===== config.mk =====
export PLATFORM = sky130hd
export DESIGN_NAME = sparse_row_encoder
export DESIGN_NICKNAME = d
export VERILOG_FILES = /design/src/rtl/sparse_pkg.sv /design/src/rtl/sparse_row_buf.sv /design/src/rtl/sparse_row_encoder.sv
export SDC_FILE = /design/constraint.sdc
export NUM_CORES = 1
export LEC_CHECK = 0
export ABC_CLOCK_PERIOD_IN_PS = 3900
export BUFFER_PORTS_ARGS = -buffer_cell sky130_fd_sc_hd__buf_2
export CORE_MARGIN = 4
export CORE_UTILIZATION = 63
export DETAILED_ROUTE_END_ITERATION = 16
export GPL_TIMING_DRIVEN = 0
export PLACE_DENSITY_LB_ADDON = 0.05
export REMOVE_ABC_BUFFERS = 1
export SYNTH_ARGS = -nofsm -noshare
export SYNTH_HDL_FRONTEND = slang
export SYNTH_SLANG_ARGS = --single-unit

===== constraint.sdc =====
create_clock -name clk -period 3.9 [get_ports clk]
set_clock_uncertainty 0.1 [all_clocks]
set_input_delay 0.195 -clock clk [delete_from_list [all_inputs] [get_ports clk]]
set_output_delay 0.195 -clock clk [all_outputs]
set_load 0.005 [all_outputs]

===== src/rtl/sparse_pkg.sv =====
`default_nettype none
// ============================================================================
//  Module      : sparse_pkg
//  Description : Shared widths, FSM state encoding and header-word helper
//                for the sparse row encoder.
//  Revision    : 1.0 - initial release
// ============================================================================
package sparse_pkg;

    localparam int VAL_WIDTH  = 8;
    localparam int IDX_WIDTH  = 8;
    localparam int WORD_WIDTH = IDX_WIDTH + VAL_WIDTH;

    typedef enum logic [1:0] {
        COLLECT = 2'd0,
        HDR     = 2'd1,
        EMIT    = 2'd2,
        DONE    = 2'd3
    } state_t;

    // Header word: nonzero count in the index field, zero value field.
    function automatic logic [WORD_WIDTH-1:0] header_word(input logic [IDX_WIDTH-1:0] count);
        return {count, {VAL_WIDTH{1'b0}}};
    endfunction

endpackage
`default_nettype wire


===== src/rtl/sparse_row_buf.sv =====
`default_nettype none
// ============================================================================
//  Module      : sparse_row_buf
//  Description : Simple dual-port synchronous RAM, one write port and one
//                registered read port (1-cycle read latency). Not reset.
//  Revision    : 1.0 - initial release
// ============================================================================
module sparse_row_buf #(
    parameter int DEPTH      = 28,
    parameter int WIDTH      = 16,
    parameter int ADDR_WIDTH = 5
) (
    input  logic                  clk,
    input  logic                  wr_en,
    input  logic [ADDR_WIDTH-1:0] wr_addr,
    input  logic [WIDTH-1:0]      wr_data,
    input  logic [ADDR_WIDTH-1:0] rd_addr,
    output logic [WIDTH-1:0]      rd_data
);

    logic [WIDTH-1:0] r_mem [DEPTH];

    always_ff @(posedge clk) begin
        if (wr_en) begin
            r_mem[wr_addr] <= wr_data;
        end
        rd_data <= r_mem[rd_addr];
    end

endmodule
`default_nettype wire


===== src/rtl/sparse_row_encoder.sv =====
`default_nettype none
// ============================================================================
//  Module      : sparse_row_encoder
//  Description : Buffers one dense pixel row, then emits a header word with
//                the nonzero count followed by {index, value} of each nonzero.
//  Revision    : 1.0 - initial release
// ============================================================================
module sparse_row_encoder
    import sparse_pkg::*;
#(
    parameter int ROW_LENGTH = 28
) (
    input  logic                  clk,
    input  logic                  rst,
    input  logic                  in_valid,
    output logic                  in_ready,
    input  logic [VAL_WIDTH-1:0]  in_data,
    output logic                  out_valid,
    input  logic                  out_ready,
    output logic [WORD_WIDTH-1:0] out_data,
    output logic                  out_header,
    output logic                  out_last,
    output logic                  row_done
);

    localparam int                   c_AW       = (ROW_LENGTH > 1) ? $clog2(ROW_LENGTH) : 1;
    localparam logic [IDX_WIDTH-1:0] c_LAST_COL = IDX_WIDTH'(ROW_LENGTH - 1);

    state_t                r_state;
    state_t                w_state_nxt;
    logic [IDX_WIDTH-1:0]  r_col;
    logic [IDX_WIDTH-1:0]  r_nz_count;
    logic [IDX_WIDTH-1:0]  r_rd_ptr;
    logic [IDX_WIDTH-1:0]  w_rd_ptr_nxt;
    logic                  w_in_fire;
    logic                  w_wr_en;
    logic                  w_emit_last;
    logic [WORD_WIDTH-1:0] w_rd_data;

    assign w_in_fire   = in_valid && (r_state == COLLECT);
    assign w_wr_en     = w_in_fire && (in_data != '0);
    assign w_emit_last = (r_rd_ptr == (r_nz_count - 1'b1));

    always_ff @(posedge clk) begin
        if (rst) begin
            r_state <= COLLECT;
        end else begin
            r_state <= w_state_nxt;
        end
    end

    // The read address follows the next rd_ptr so the RAM output already
    // holds the entry to be shown in the coming cycle (no bubbles).
    always_comb begin
        w_state_nxt  = r_state;
        w_rd_ptr_nxt = r_rd_ptr;
        in_ready     = 1'b0;
        out_valid    = 1'b0;
        out_data     = '0;
        out_header   = 1'b0;
        out_last     = 1'b0;
        row_done     = 1'b0;
        case (r_state)
            COLLECT: begin
                in_ready = 1'b1;
                if (in_valid && (r_col == c_LAST_COL)) begin
                    w_state_nxt = HDR;
                end
            end
            HDR: begin
                out_valid    = 1'b1;
                out_data     = header_word(r_nz_count);
                out_header   = 1'b1;
                out_last     = (r_nz_count == '0);
                w_rd_ptr_nxt = '0;
                if (out_ready) begin
                    w_state_nxt = (r_nz_count == '0) ? DONE : EMIT;
                end
            end
            EMIT: begin
                out_valid = 1'b1;
                out_data  = w_rd_data;
                out_last  = w_emit_last;
                if (out_ready) begin
                    if (w_emit_last) begin
                        w_state_nxt  = DONE;
                        w_rd_ptr_nxt = '0;
                    end else begin
                        w_rd_ptr_nxt = r_rd_ptr + 1'b1;
                    end
                end
            end
            DONE: begin
                row_done    = 1'b1;
                w_state_nxt = COLLECT;
            end
            default: begin
                w_state_nxt = COLLECT;
            end
        endcase
    end

    always_ff @(posedge clk) begin
        if (rst) begin
            r_col      <= '0;
            r_nz_count <= '0;
            r_rd_ptr   <= '0;
        end else begin
            r_rd_ptr <= w_rd_ptr_nxt;
            if (r_state == DONE) begin
                r_nz_count <= '0;
            end else if (w_wr_en) begin
                r_nz_count <= r_nz_count + 1'b1;
            end
            if (w_in_fire) begin
                r_col <= (r_col == c_LAST_COL) ? '0 : r_col + 1'b1;
            end
        end
    end

    sparse_row_buf #(
        .DEPTH      (ROW_LENGTH),
        .WIDTH      (WORD_WIDTH),
        .ADDR_WIDTH (c_AW)
    ) u_buf (
        .clk     (clk),
        .wr_en   (w_wr_en),
        .wr_addr (r_nz_count[c_AW-1:0]),
        .wr_data ({r_col, in_data}),
        .rd_addr (w_rd_ptr_nxt[c_AW-1:0]),
        .rd_data (w_rd_data)
    );

endmodule
`default_nettype wire


# Word level (Yosys, flattened, before mapping)
# Memory sizes are Yosys's and may differ from the RTL's. A register that Yosys moved wholly into a read port is not among the register bits.
# Index checks and enable logic that the tools add are counted.
[classes]
n_reduce_logical = 11
n_eq_ne = 9
n_mux = 18
n_addsub = 4
[op_table]
columns = ["cell", "n"]
rows = [
  ["$pmux 16 s2", 1],
  ["$add 8x1->8 const B", 3],
  ["$mux 8", 3],
  ["$pmux 8 s2", 1],
  ["$eq 8x5->1 const B", 1],
  ["$eq 8x8->1", 1],
  ["$logic_not 8->1", 1],
  ["$mux 2", 4],
  ["$pmux 2 s4", 1],
  ["$reduce_bool 8->1", 1],
  ["$sub 8x1->8 const B", 1],
  ["$mux 1", 7],
  ["$ne 2x2->1 const B", 3],
  ["$eq 2x2->1 const B", 2],
  ["$reduce_and 4->1", 1],
  ["$reduce_or 2->1", 2],
  ["$logic_and 1x1->1", 3],
  ["$eq 2x1->1 const B", 1],
  ["$logic_not 2->1", 1],
  ["$ne 2x1->1 const B", 1],
  ["$pmux 1 s2", 1],
  ["$reduce_and 2->1", 1],
  ["$reduce_bool 2->1", 1],
]
[totals]
register_bits = 26
mem_count = 1
word_cells = 48
mem_bits_rw = 448
[memory_table]
columns = ["memory", "depth", "word_bits", "rd", "rd_ports_with_merged_regs", "wr", "line_no", "source"]
rows = [
  ["u_buf.r_mem", 28, 16, 1, 1, 1, "sparse_row_buf.sv:21", "logic [WIDTH-1:0] r_mem [DEPTH];"],
]

# Longest topological paths before layout
[logic_depth]
word_depth = 5
ltp_mapped = 16
mapped_depth_nobuf = 11

# By module
# A second synthesis with hierarchy kept.
[unflattened]
hier_cells = 1169
hier_area_um2 = 19807.7
[modules_own_cells]
columns = ["mod", "instances", "cells_per_inst", "area_each_um2"]
rows = [
  ["sparse_row_buf", 1, 927, 17946.0],
  ["sparse_row_encoder", 1, 242, 1861.8],
]

# Worst setup path after synthesis
# No wires, ideal clock.
[synth_timing]
path_type = "reg2reg"
start = "reg r_nz_count[0]"
end = "reg u_buf.rd_data[10] (read register of u_buf.r_mem)"
setup_slack_ns = 0.529
stages_incl_launch_ff = 13
t_arrival_ns = 3.211
period_less_slack_ns = 3.371
cell_sequence = "dfxtp_1 > clkbuf_1 > inv_1 > ha_1 > xnor2_1 > a311oi_1 > o2111ai_1 > a31o_2 > a21oi_4 > buf_2 > mux2_2 > a222oi_1 > o221a_1"
[synth_via]
elab_chain_len = 5
[synth_lines]
columns = ["item", "line_no", "source"]
rows = [
  ["from (decl)", "sparse_row_encoder.sv:32", "logic [IDX_WIDTH-1:0] r_nz_count;"],
  ["from (signal assigned)", "sparse_row_encoder.sv:113", "r_nz_count <= r_nz_count + 1'b1;"],
  ["$sub 8x1->8", "sparse_row_encoder.sv:42", "assign w_emit_last = (r_rd_ptr == (r_nz_count - 1'b1));"],
  ["$eq 8x8->1", "sparse_row_encoder.sv:42", ""],
  ["$mux 8", "sparse_row_encoder.sv:85", "if (w_emit_last) begin"],
  ["$mux 8", "sparse_row_encoder.sv:84", "if (out_ready) begin"],
  ["$pmux 8 s2", "sparse_row_encoder.sv:63", "case (r_state)"],
  ["to (decl)", "sparse_row_buf.sv:18", "output logic [WIDTH-1:0] rd_data"],
]
# No other way between the ends. The select of a mux whose other input is x is not followed.
# A chain may end at the register's enable or synchronous reset.

# Worst setup path in the final report
[layout_timing]
start = "reg r_nz_count[3]"
end = "reg u_buf.rd_data[12] (read register of u_buf.r_mem)"
# Same word-level chain as after synthesis.

==> run metrics <==
status complete, but fails checks; failing checks negative setup slack; Clock Path Buffers 3; area grow syn2layout 17.1%; Initial DRC Count 2074; Top Layer Used met5; number of detailed-route iterations in the first pass 6; Synth area leader edfxtp_1; most frequent cell after synthesis edfxtp_1; post-layout util 0.754; CP endpoint kind flip-flop; row count 65; via count 13400; antenna-violating nets left 0; asr flop ratio synth 0; pwr dens 471 nW/um^2; reg2reg path depth 8; post-route minimum period 3.97 ns; max-slew violations 0; Synth Flop Type edfxtp_1; Final nets 1519; wirelength, routed 56000 um; Crit Path Max Fanout 15; Seq/Total Area, Yosys 0.696; H-tree Lvls 2; Leak 8.25 nW; Area contributors post-synth edfxtp_1, dfxtp_1, mux2i_1; first-pass GRT wire length 81800 um; DR WL met3 6240 um; worst-margin pin slew 1.25 ns; Max-slew headroom 0.168; final non-filler cell total 1972; Clock transition at path regs 0.06 ns; share of cells above drive strength 1 0.183; Num CTS Buffers 49; Worst VDD drop 0.397 mV; top cells by count, synth edfxtp_1, nand2_1, a211oi_1; Max Clk Rate 252 MHz; worst-skew pair later-pin latency 0.56 ns; Yosys reg bits 490; initial antenna violation count 2; worst hold path cell count 1; final hold violations 0; Initial Util 0.644; Mapped Cells 1437; IO Count 33; Setup TNS -0.171 ns; vias in the first global route 13000; class of the worst hold path in -> reg; Final WS setup -0.0673 ns; instance area at placement 21800 sq um; CP arrival 4.37 ns; synthesized area 20500 sq um; clock sinks 490; CTS Root Cell clkbuf_16; Data required, critical path 4.30 ns; CTS tree yes; Fin Hold WS 0.0519 ns; critical path class reg -> reg; gr ovfl total 0; max-cap viol count 0; Cells after DPL 1838; final setup fails 4; post-DP HPWL 30500 um; Die Span X 188 um; CP Launch Type flip-flop; Core Region 31900 sq um; syn_area_per_cell 14.3 sq um; overall routing resource usage 0.305; I/O Buffers 32; Ys Warns 0; die area 35500 sq um; cell area after layout 24000 sq um; largest net degree at the start of global routing 69; Final period util 1.02; Die H 188 um; DRC 0; area fraction of the dominant cell type after synthesis 0.655; gpl congestion 0.867; DR WL met2 26200 um; Yosys cell types 75; Post-synth EDFFs 448; Wirelength per Cell 28.4 um; ANT cells 0; post-DR vias/cell 6.80; DRT met1 WL 20900 um
## cell usage in the layout, fill, tap and decap left out, types with 11 or more instances in the layout
cell type  synthesis  routed
clkbuf_16          0      54
buf_2             36      32
o211a_1           74      74
a311oi_1          52      49
dfxtp_1           42      36
edfxtp_1         448     448
nor2_1            61      29
clkbuf_1          60      17
o21ai_0           32      30
buf_8              0      19
mux2i_1           78      78
xor2_1            12      12
buf_16             0      14
inv_1             12      11
nand3_1           40      39
nand2_1          190     187
buf_4              3      28
o2111ai_1         12      11
nor2_2             1      32
a211oi_1          80      77
o211ai_1          15      15
mux2_2            14      14
## kinds of logic after synthesis
| family | count (synthesis) | synth area share |
|---|---|---|
| AND/OR/NAND/NOR | 361 | 0.0786 |
| AO/OA/AOI/OAI | 341 | 0.137 |
| multiplexers | 92 | 0.0457 |
| adder cells (fa/ha/maj) | 10 | 0.00610 |
| flip-flops | 490 | 0.696 |
| XOR/XNOR | 19 | 0.00878 |
| buffers and inverters | 124 | 0.0276 |
## routing by layer
layer | track usage | vias to the layer above
met1 | 0.429 | 6576
met3 | 0.0556 | 161
met5 | 0 | -
met2 | 0.476 | 894
met4 | 0.131 | 2
li1 | - | 5767
## path summary, 6_finish.rpt
kind,startpoint,slack (ns),to
worst max register to register,r_nz_count[3],-0.07,u_buf.rd_data[12]
worst min-delay path,in_data[4],0.05,u_buf.r_mem[4][4]
worst min register to register,r_rd_ptr[6],0.43,r_rd_ptr[6]
worst max-delay path,r_nz_count[3],-0.07,u_buf.rd_data[12]
## sequential cells by signal, summed over array words and instances (netlist names)
register       flops
r_state            2
u_buf.rd_data     16
r_rd_ptr           8
u_buf.r_mem      448
r_col              8
r_nz_count         8
## power breakdown
part	leakage [nW]	switching (mW)	total [mW]	internal, mW
Combinational	3.06	0.442	0.704	0.263
Sequential	4.41	0.0761	5.95	5.88
Clock	0.775	1.90	4.66	2.76
Total	8.25	2.42	11.3	8.90
## per-stage QoR
| step | total power, mW | setup slack, ns |
|---|---|---|
| after floorplan | 6.36 | -8.41 |
| after global placement | 6.58 | -16.03 |
| after detailed placement | 6.66 | -1.68 |
| after CTS | 11.3 | 0.0118 |
| after global routing | 11.6 | -0.0453 |
| final | 11.3 | -0.0673 |
## area by class of cell
class,count,area (sq um)
flip-flops and latches,490,14300
fillers,1928,7850
multi-input cells,829,6030
repair buffers,115,1500
clock buffers,73,1410
well taps,435,544
clock inverters,18,191
inverters,12,45.0
## repair_timing
action                     CTS  global route
setup buffers               21            10
gates resized for setup     36            21
setup endpoints to repair   17            16
hold endpoints to repair    12             0
hold buffers                 3             0
pin swaps                   17            15
cloned                       9             2
## critical path, stage by stage, from the launching register on
cell and delay (ns):
dfxtp_4 0.35, or3_4 0.40, o31a_1 0.32, or4_4 0.52
a31o_4 0.34, a22oi_4 0.66, nor3_1 0.23, a222oi_1 0.69
o221a_1 0.29
(Power assumes the default switching activity.)
